### config.mk
export PLATFORM = sky130hd
export DESIGN_NAME = pipe_stage_reg
export DESIGN_NICKNAME = d
export VERILOG_FILES = /design/src/rtl/pipe_stage_reg.sv
export SDC_FILE = /design/constraint.sdc
export NUM_CORES = 1
export LEC_CHECK = 0
export ABC_AREA = 1
export CORE_ASPECT_RATIO = 1.2
export CORE_MARGIN = 2
export CORE_UTILIZATION = 35
export DETAILED_ROUTE_END_ITERATION = 7
export GPL_TIMING_DRIVEN = 0
export PLACE_DENSITY = 0.61
export SETUP_SLACK_MARGIN = 0.5
export SYNTH_ARGS = -nofsm -noshare
export SYNTH_HDL_FRONTEND = slang
export SYNTH_SLANG_ARGS = --single-unit
### constraint.sdc
create_clock -name clk -period 2 [get_ports clk]
set_clock_uncertainty 0.15 [all_clocks]
set_input_delay 0.4 -clock clk [delete_from_list [all_inputs] [get_ports clk]]
set_output_delay 0.4 -clock clk [all_outputs]
set_load 0.05 [all_outputs]
### src/rtl/pipe_stage_reg.sv
// ---------------------------------------------------------------------------
// pipe_stage_reg
//
// Elastic pipeline register placed between two CPU stages. It carries LANES
// fields of DATA_W bits each, with a valid/ready handshake on both sides.
//
// A two-entry skid buffer keeps in_ready registered, so no combinational
// path runs from out_ready to in_ready. Asserting flush kills the stage and
// inserts a bubble. The bubble can keep the PC lane so that an exception
// can still be reported. Two saturating counters record stall cycles and
// flush cycles.
//
// Ports
//   clk        rising-edge clock
//   reset      synchronous, active-high; overrides flush and handshakes
//   in_valid   upstream presents a word on in_data
//   in_ready   stage can accept a word (registered)
//   in_data    lane k occupies bits [k*DATA_W +: DATA_W]
//   flush      discard stage contents and this cycle's input; load bubble
//   out_valid  out_data holds a live word
//   out_ready  downstream accepts the head word
//   out_data   head word (main register)
//   stall_cnt  cycles with out_valid=1 and out_ready=0, saturating
//   flush_cnt  cycles with flush=1, saturating
// ---------------------------------------------------------------------------
module pipe_stage_reg #(
    parameter int DATA_W           = 32,
    parameter int LANES            = 6,
    parameter int PC_LANE          = 4,
    parameter bit KEEP_PC_ON_FLUSH = 1'b1,
    parameter int CNT_W            = 16
) (
    input  logic                      clk,
    input  logic                      reset,
    input  logic                      in_valid,
    output logic                      in_ready,
    input  logic [LANES*DATA_W-1:0]   in_data,
    input  logic                      flush,
    output logic                      out_valid,
    input  logic                      out_ready,
    output logic [LANES*DATA_W-1:0]   out_data,
    output logic [CNT_W-1:0]          stall_cnt,
    output logic [CNT_W-1:0]          flush_cnt
);

    localparam int WORD_W = LANES * DATA_W;

    // EMPTY: main invalid; FULL: main valid, skid invalid; SKID: both valid
    typedef enum logic [1:0] {
        EMPTY = 2'd0,
        FULL  = 2'd1,
        SKID  = 2'd2
    } state_t;

    state_t              state;
    state_t              state_next;
    logic [WORD_W-1:0]   main_q;
    logic [WORD_W-1:0]   main_next;
    logic [WORD_W-1:0]   skid_q;
    logic [WORD_W-1:0]   skid_next;
    logic                ready_q;
    logic                in_fire;
    logic                out_fire;
    logic                stall_evt;

    // Increment that sticks at the all-ones value.
    function automatic logic [CNT_W-1:0] sat_inc(input logic [CNT_W-1:0] v);
        if (&v)
            return v;
        else
            return v + CNT_W'(1);
    endfunction

    // Bubble word: all lanes zero, optionally keeping the incoming PC lane
    // so a trap handler still sees which instruction was killed.
    function automatic logic [WORD_W-1:0] make_bubble(input logic [WORD_W-1:0] d);
        logic [WORD_W-1:0] b;
        b = '0;
        if (KEEP_PC_ON_FLUSH)
            b[PC_LANE*DATA_W +: DATA_W] = d[PC_LANE*DATA_W +: DATA_W];
        return b;
    endfunction

    // in_ready is a flop that mirrors (state != SKID). It is computed from
    // the next state, so it always agrees with the state register.
    assign in_ready  = ready_q;
    assign out_valid = (state != EMPTY);
    assign out_data  = main_q;

    assign in_fire   = in_valid & ready_q;
    assign out_fire  = out_valid & out_ready;
    // Uses the pre-flush out_valid, so a stalled cycle that is also flushed
    // still counts as a stall.
    assign stall_evt = out_valid & ~out_ready;

    // Next-state and datapath-load selection
    always_comb begin
        state_next = state;
        main_next  = main_q;
        skid_next  = skid_q;

        if (flush) begin
            // The incoming word is dropped even if it handshook this
            // cycle. The skid word is abandoned: EMPTY never reads it.
            state_next = EMPTY;
            main_next  = make_bubble(in_data);
        end else begin
            unique case (state)
                EMPTY: begin
                    if (in_fire) begin
                        state_next = FULL;
                        main_next  = in_data;
                    end
                end
                FULL: begin
                    if (in_fire && out_fire) begin
                        main_next  = in_data;
                    end else if (in_fire) begin
                        // Downstream stalled while a word was accepted.
                        // Park the word in skid and drop in_ready next cycle.
                        state_next = SKID;
                        skid_next  = in_data;
                    end else if (out_fire) begin
                        state_next = EMPTY;
                    end
                end
                SKID: begin
                    // in_ready is low here, so only a drain can happen.
                    if (out_fire) begin
                        state_next = FULL;
                        main_next  = skid_q;
                    end
                end
                default: begin
                    state_next = EMPTY;
                end
            endcase
        end
    end

    // State, storage and counter registers
    always_ff @(posedge clk) begin
        if (reset) begin
            state     <= EMPTY;
            ready_q   <= 1'b1;
            main_q    <= '0;
            skid_q    <= '0;
            stall_cnt <= '0;
            flush_cnt <= '0;
        end else begin
            state     <= state_next;
            ready_q   <= (state_next != SKID);
            main_q    <= main_next;
            skid_q    <= skid_next;
            if (stall_evt)
                stall_cnt <= sat_inc(stall_cnt);
            if (flush)
                flush_cnt <= sat_inc(flush_cnt);
        end
    end

endmodule

## After elaboration in Yosys (flattened, before gate mapping)

Cells that the tools add are included.

- Register bits: 419
- Bits in latches: 0
- Memory bits (writable): 0
- Bits in read-only memories: 0
- Input port bits: 197
- Output and inout port bits: 226
- Memories: 0

- Add/subtract/negate cells: 2
- Multiply operators: 0
- Div/mod/pow operators: 0
- Magnitude comparators: 0
- Eq/ne operators: 9
- Shift-type cells: 0
- Multiplexer cells: 12
- Bitwise gates (word level): 8
- Reductions and logical operators: 13

Operators with widths:

| kind | count |
|---|---|
| 2-to-1 mux 192 bit | 3 |
| case mux 192 bit (3 select lines) | 1 |
| 2-to-1 mux 160 bit | 1 |
| adder 16 x 1 -> 16 bit, second input constant | 2 |
| AND reduction 16 bit | 2 |
| 2-to-1 mux 2 bit | 6 |
| AND reduction 4 bit | 3 |
| inequality test 3 bit, second input constant | 3 |
| inequality test 2 bit, second input constant | 4 |
| case mux 2 bit (3 select lines) | 1 |
| inverter 1 bit | 5 |
| AND reduction 2 bit | 2 |
| nonzero test 4 bit | 1 |
| AND 1 bit | 3 |
| nonzero test 3 bit | 1 |
| == test 2 x 1 -> 1 bit, second input constant | 1 |
| == test 2 bit, second input constant | 1 |
| logical NOT 2 bit | 1 |
| nonzero test 2 bit | 1 |
| OR reduction 2 bit | 1 |
| logical AND 1 bit | 1 |

## Longest topological paths before layout

- Word-level depth: 8
- Depth in mapped cells: 9
- Mapped depth without buffers: 9

## Worst setup path after synthesis

No wires, ideal clock.

- Kind: register to register
- From: reg flush_cnt[0]
- To: reg flush_cnt[2]
- Setup time: 0.070 ns
- Arrival time: 1.877 ns
- Data required time: 1.780 ns
- Setup slack: -0.098 ns
- Cell stages (with the launch flop): 9
- Buffers on the path: 1
- Clock period less this slack: 2.098 ns
- Cell sequence: dfxtp_1 ha_1 nand2_1 nor2_1 nand2_1 o21ai_0 buf_2 nand2_1 a21oi_1

- Longest elaborated chain between the ends: 3
- Elaborated cells between the ends (all ways): 4
- Classes of those cells: add/sub (1); bitwise (1); reduce/logical (2)

Ends and longest elaborated chain:

| element | RTL line | RTL |
|---|---|---|
| from (decl) | 43 | `output logic [CNT_W-1:0] flush_cnt` |
| from (signal assigned) | 158 | `flush_cnt <= sat_inc(flush_cnt);` |
| parallel branches: the longest is 3 deep, another holds adder 16 x 1 -> 16 bit | - |  |

Several ways; the timed one is not identified.
A chain may end at the register's enable or synchronous reset.

## Worst setup path in the final report

- From: reg state[1]
- To: out out_valid

- Longest elaborated chain between the ends: 1

Ends and longest elaborated chain:

| element | RTL line | RTL |
|---|---|---|
| from (decl) | 55 | `state_t state;` |
| from (signal assigned) | 151 | `state <= state_next;` |
| nonzero test 2 bit | 87 | `assign out_valid = (state != EMPTY);` |
| to (decl) | 39 | `output logic out_valid,` |

Every way passes these cells.

==> impl_metrics.env <==
export IMPL_outcome="complete, no violations"
export IMPL_top_layer_used="met5"
export IMPL_fmax_mhz=549
export IMPL_antenna_found_initial=13
export IMPL_ys_warn_count=0
export IMPL_fp_dieH_um=246
export IMPL_firstDrtPassIters=5
export IMPL_track_usage_pct=22.8
export IMPL_drc=0
export IMPL_wl_met3_mm=4.45
export IMPL_cp_required_ns=1.45
export IMPL_period_needed_ns=1.82
export IMPL_fin_crit_sh_pct=91.1
export IMPL_core_um2=48200
export IMPL_tns_ns=0
export IMPL_fillers=4826
export IMPL_yosysSeqAreaShare_pct=49.0
export IMPL_synth_distinct_cells=25
export IMPL_via_per_inst=4.95
export IMPL_hold_viol_final=0
export IMPL_synthesis_nets=2605
export IMPL_clockBufferDepth=3
export IMPL_start_util_pct=35.5
export IMPL_end_kind="output pin"
export IMPL_overflow=0
export IMPL_wl_met1_mm=25.1
export IMPL_reg2reg_depth=8
export IMPL_nets=3107
export IMPL_ioPinCount=423
export IMPL_cap_violations=0
export IMPL_drive_above_1_share_pct=19.1
export IMPL_placedCellCount=3457
export IMPL_area_growth_pct=39.1
export IMPL_num_vias=17700
export IMPL_crit_type="reg2out"
export IMPL_numCtsBuffers=45
export IMPL_synth_area_um2=17100
export IMPL_max_slew_margin_pct=64.0
export IMPL_fin_hold_ws_ns=0.00890
export IMPL_path_clk_slew_ns=0.06
export IMPL_power_density_nw_per_um2=824
export IMPL_hold_class="in2reg"
export IMPL_p_total_mw=19.6
export IMPL_wl_met2_mm=28.4
export IMPL_dieArea_um2=50800
export IMPL_detail_route_antenna_nets=0
export IMPL_drt_iter0_markers=888
export IMPL_die_width_um=206
export IMPL_cp_arrival_ns=1.27
export IMPL_port_buffers=421
export IMPL_synth_seq_cells=419
export IMPL_layoutNonFillerInstCount=3579
export IMPL_rsz0062_at_grt="true"
export IMPL_wire_per_inst_um=16.8
export IMPL_h_tree_depth=2
export IMPL_leakagePower_nw=9.89
export IMPL_grt_max_degree=14
export IMPL_hold_buffers=0
export IMPL_setup_viol=0
export IMPL_wl_mm=60.1
export IMPL_finalMaxSlewViolations=0
export IMPL_dp_hpwl_mm=43.5
export IMPL_cp_max_fo=4
export IMPL_fp_row_count=88
export IMPL_start_kind="flip-flop"
export IMPL_postSynthAreaPerCell_um2=7.12
export IMPL_tightest_slew_ns=0.540
export IMPL_cts_tree="done"
export IMPL_root_buffer="clkbuf_16"
export IMPL_clock_latency_ns=0.58
export IMPL_numClockSinks=419
export IMPL_syn_inst=2406
export IMPL_whs_path_depth=2
export IMPL_place_congestion=0.881
export IMPL_grt_pass1_wl_mm=91.2
export IMPL_grt_pass1_vias=16900
export IMPL_max_vdd_ir_drop_mv=0.555
-- cells by family (layout without fill, tap and decap cells) --
logic type      Yosys count  count (layout)  synth area share, %
compound gates          830             831                 24.3
simple gates            747             748                 16.9
flops                   419             419                 49.0
buf+inv                 396             931                 9.14
xor+xnor                 12              12                0.613
fa+ha+maj                 2               2                0.146
other cells               0               6                    0
-- final timing paths --
kind,from,endpoint,slack [ns]
hold / removal,out_ready,state[1],0.009
setup reg to reg,state[1],skid_q[63],0.21
hold reg to reg,skid_q[111],skid_q[111],0.29
setup / recovery,state[1],out_valid,0.18
-- cell usage after synthesis, drive strengths merged --
cell	n	area share [%]
nand2	623	14
o21ai	421	12
dfxtp	419	49
a21oi	409	12
inv	221	4.8
clkbuf	110	2.4
nor2	84	1.9
buf	64	1.9
nand3	24	0.73
nand4	11	0.40
xor2	8	0.41
nor3	4	0.15
xnor2	4	0.20
ha	2	0.15
clkinv	1	0.022
nor3b	1	0.044
-- flip-flops by register name, summed over array words and instances, names as in the netlist --
| name | cells |
|---|---|
| state | 2 |
| flush_cnt | 16 |
| in_ready | 1 |
| out_data | 192 |
| stall_cnt | 16 |
| skid_q | 192 |
-- per-layer routing --
layer | track usage, % | up-vias
met4 | 9.29 | 16
met1 | 28.2 | 8176
met2 | 37.8 | 552
met5 | 0 | -
li1 | - | 8861
met3 | 5.60 | 127
-- power breakdown --
part	total, mW	leakage (nW)	internal [mW]	switching, mW
registers	8.70	3.43	8.58	0.120
logic	2.57	5.73	0.961	1.61
clock network	8.36	0.726	4.81	3.54
total	19.6	9.89	14.4	5.28
-- worst max-delay path, stage by stage, from the launching register on --
cell	delay, ns
dfxtp_4	0.37
inv_6	0.09
nand2_8	0.08
buf_12	0.15
-- what timing repair did --
action                                 4_1_cts  5_1_grt
pin swaps                                    7       26
gates cloned                                 6        3
setup endpoints to repair                  644      644
resized for setup                         1151      337
setup buffers                                9       16
endpoints found under the hold margin        0        0
-- metrics by stage --
stage	setup WS, ns	util (%)	instance area (um^2)
after floorplan	0.379	-	17300
after global placement	-1.24	46.2	22300
after detailed placement	-1.24	46.2	22300
after CTS	0.135	48.8	23600
after global routing	0.143	49.4	23800
final	0.177	49.4	23800
-- final cells by class --
cell class / instances / area, um^2 / share of cell area, %
Clock inverter: 12 / 126 / 0.530
Antenna cell: 6 / 15.0 / 0.0630
Timing Repair Buffer: 453 / 3590 / 15.1
Sequential cell: 419 / 8460 / 35.5
Tap cell: 630 / 788 / 3.31
Clock buffer: 70 / 1350 / 5.67
Inverter: 222 / 865 / 3.63
Buffer: 174 / 1150 / 4.84
Multi-Input combinational cell: 1593 / 7470 / 31.4
-- placed cells by master, fill, tap and decap left out, types with 5 or more instances in the layout --
cell type,instances
dfxtp_4,13
nand2_2,7
nand3_1,21
buf_12,6
clkbuf_2,55
clkbuf_16,48
clkdlybuf4s50_1,192
o21ai_1,96
dfxtp_1,384
inv_4,5
nand2_1,608
a21oi_2,9
buf_4,25
o21ai_2,12
clkbuf_4,18
o21ai_0,313
clkbuf_1,48
clkbuf_8,14
buf_8,11
nor2_2,6
inv_1,213
clkdlybuf4s18_2,7
diode_2,6
nand4_1,11
a21oi_1,400
nand2_4,7
buf_6,17
xor2_1,8
dfxtp_2,22
buf_2,246
nor2_1,74
Power figures use the tool's default switching activity.
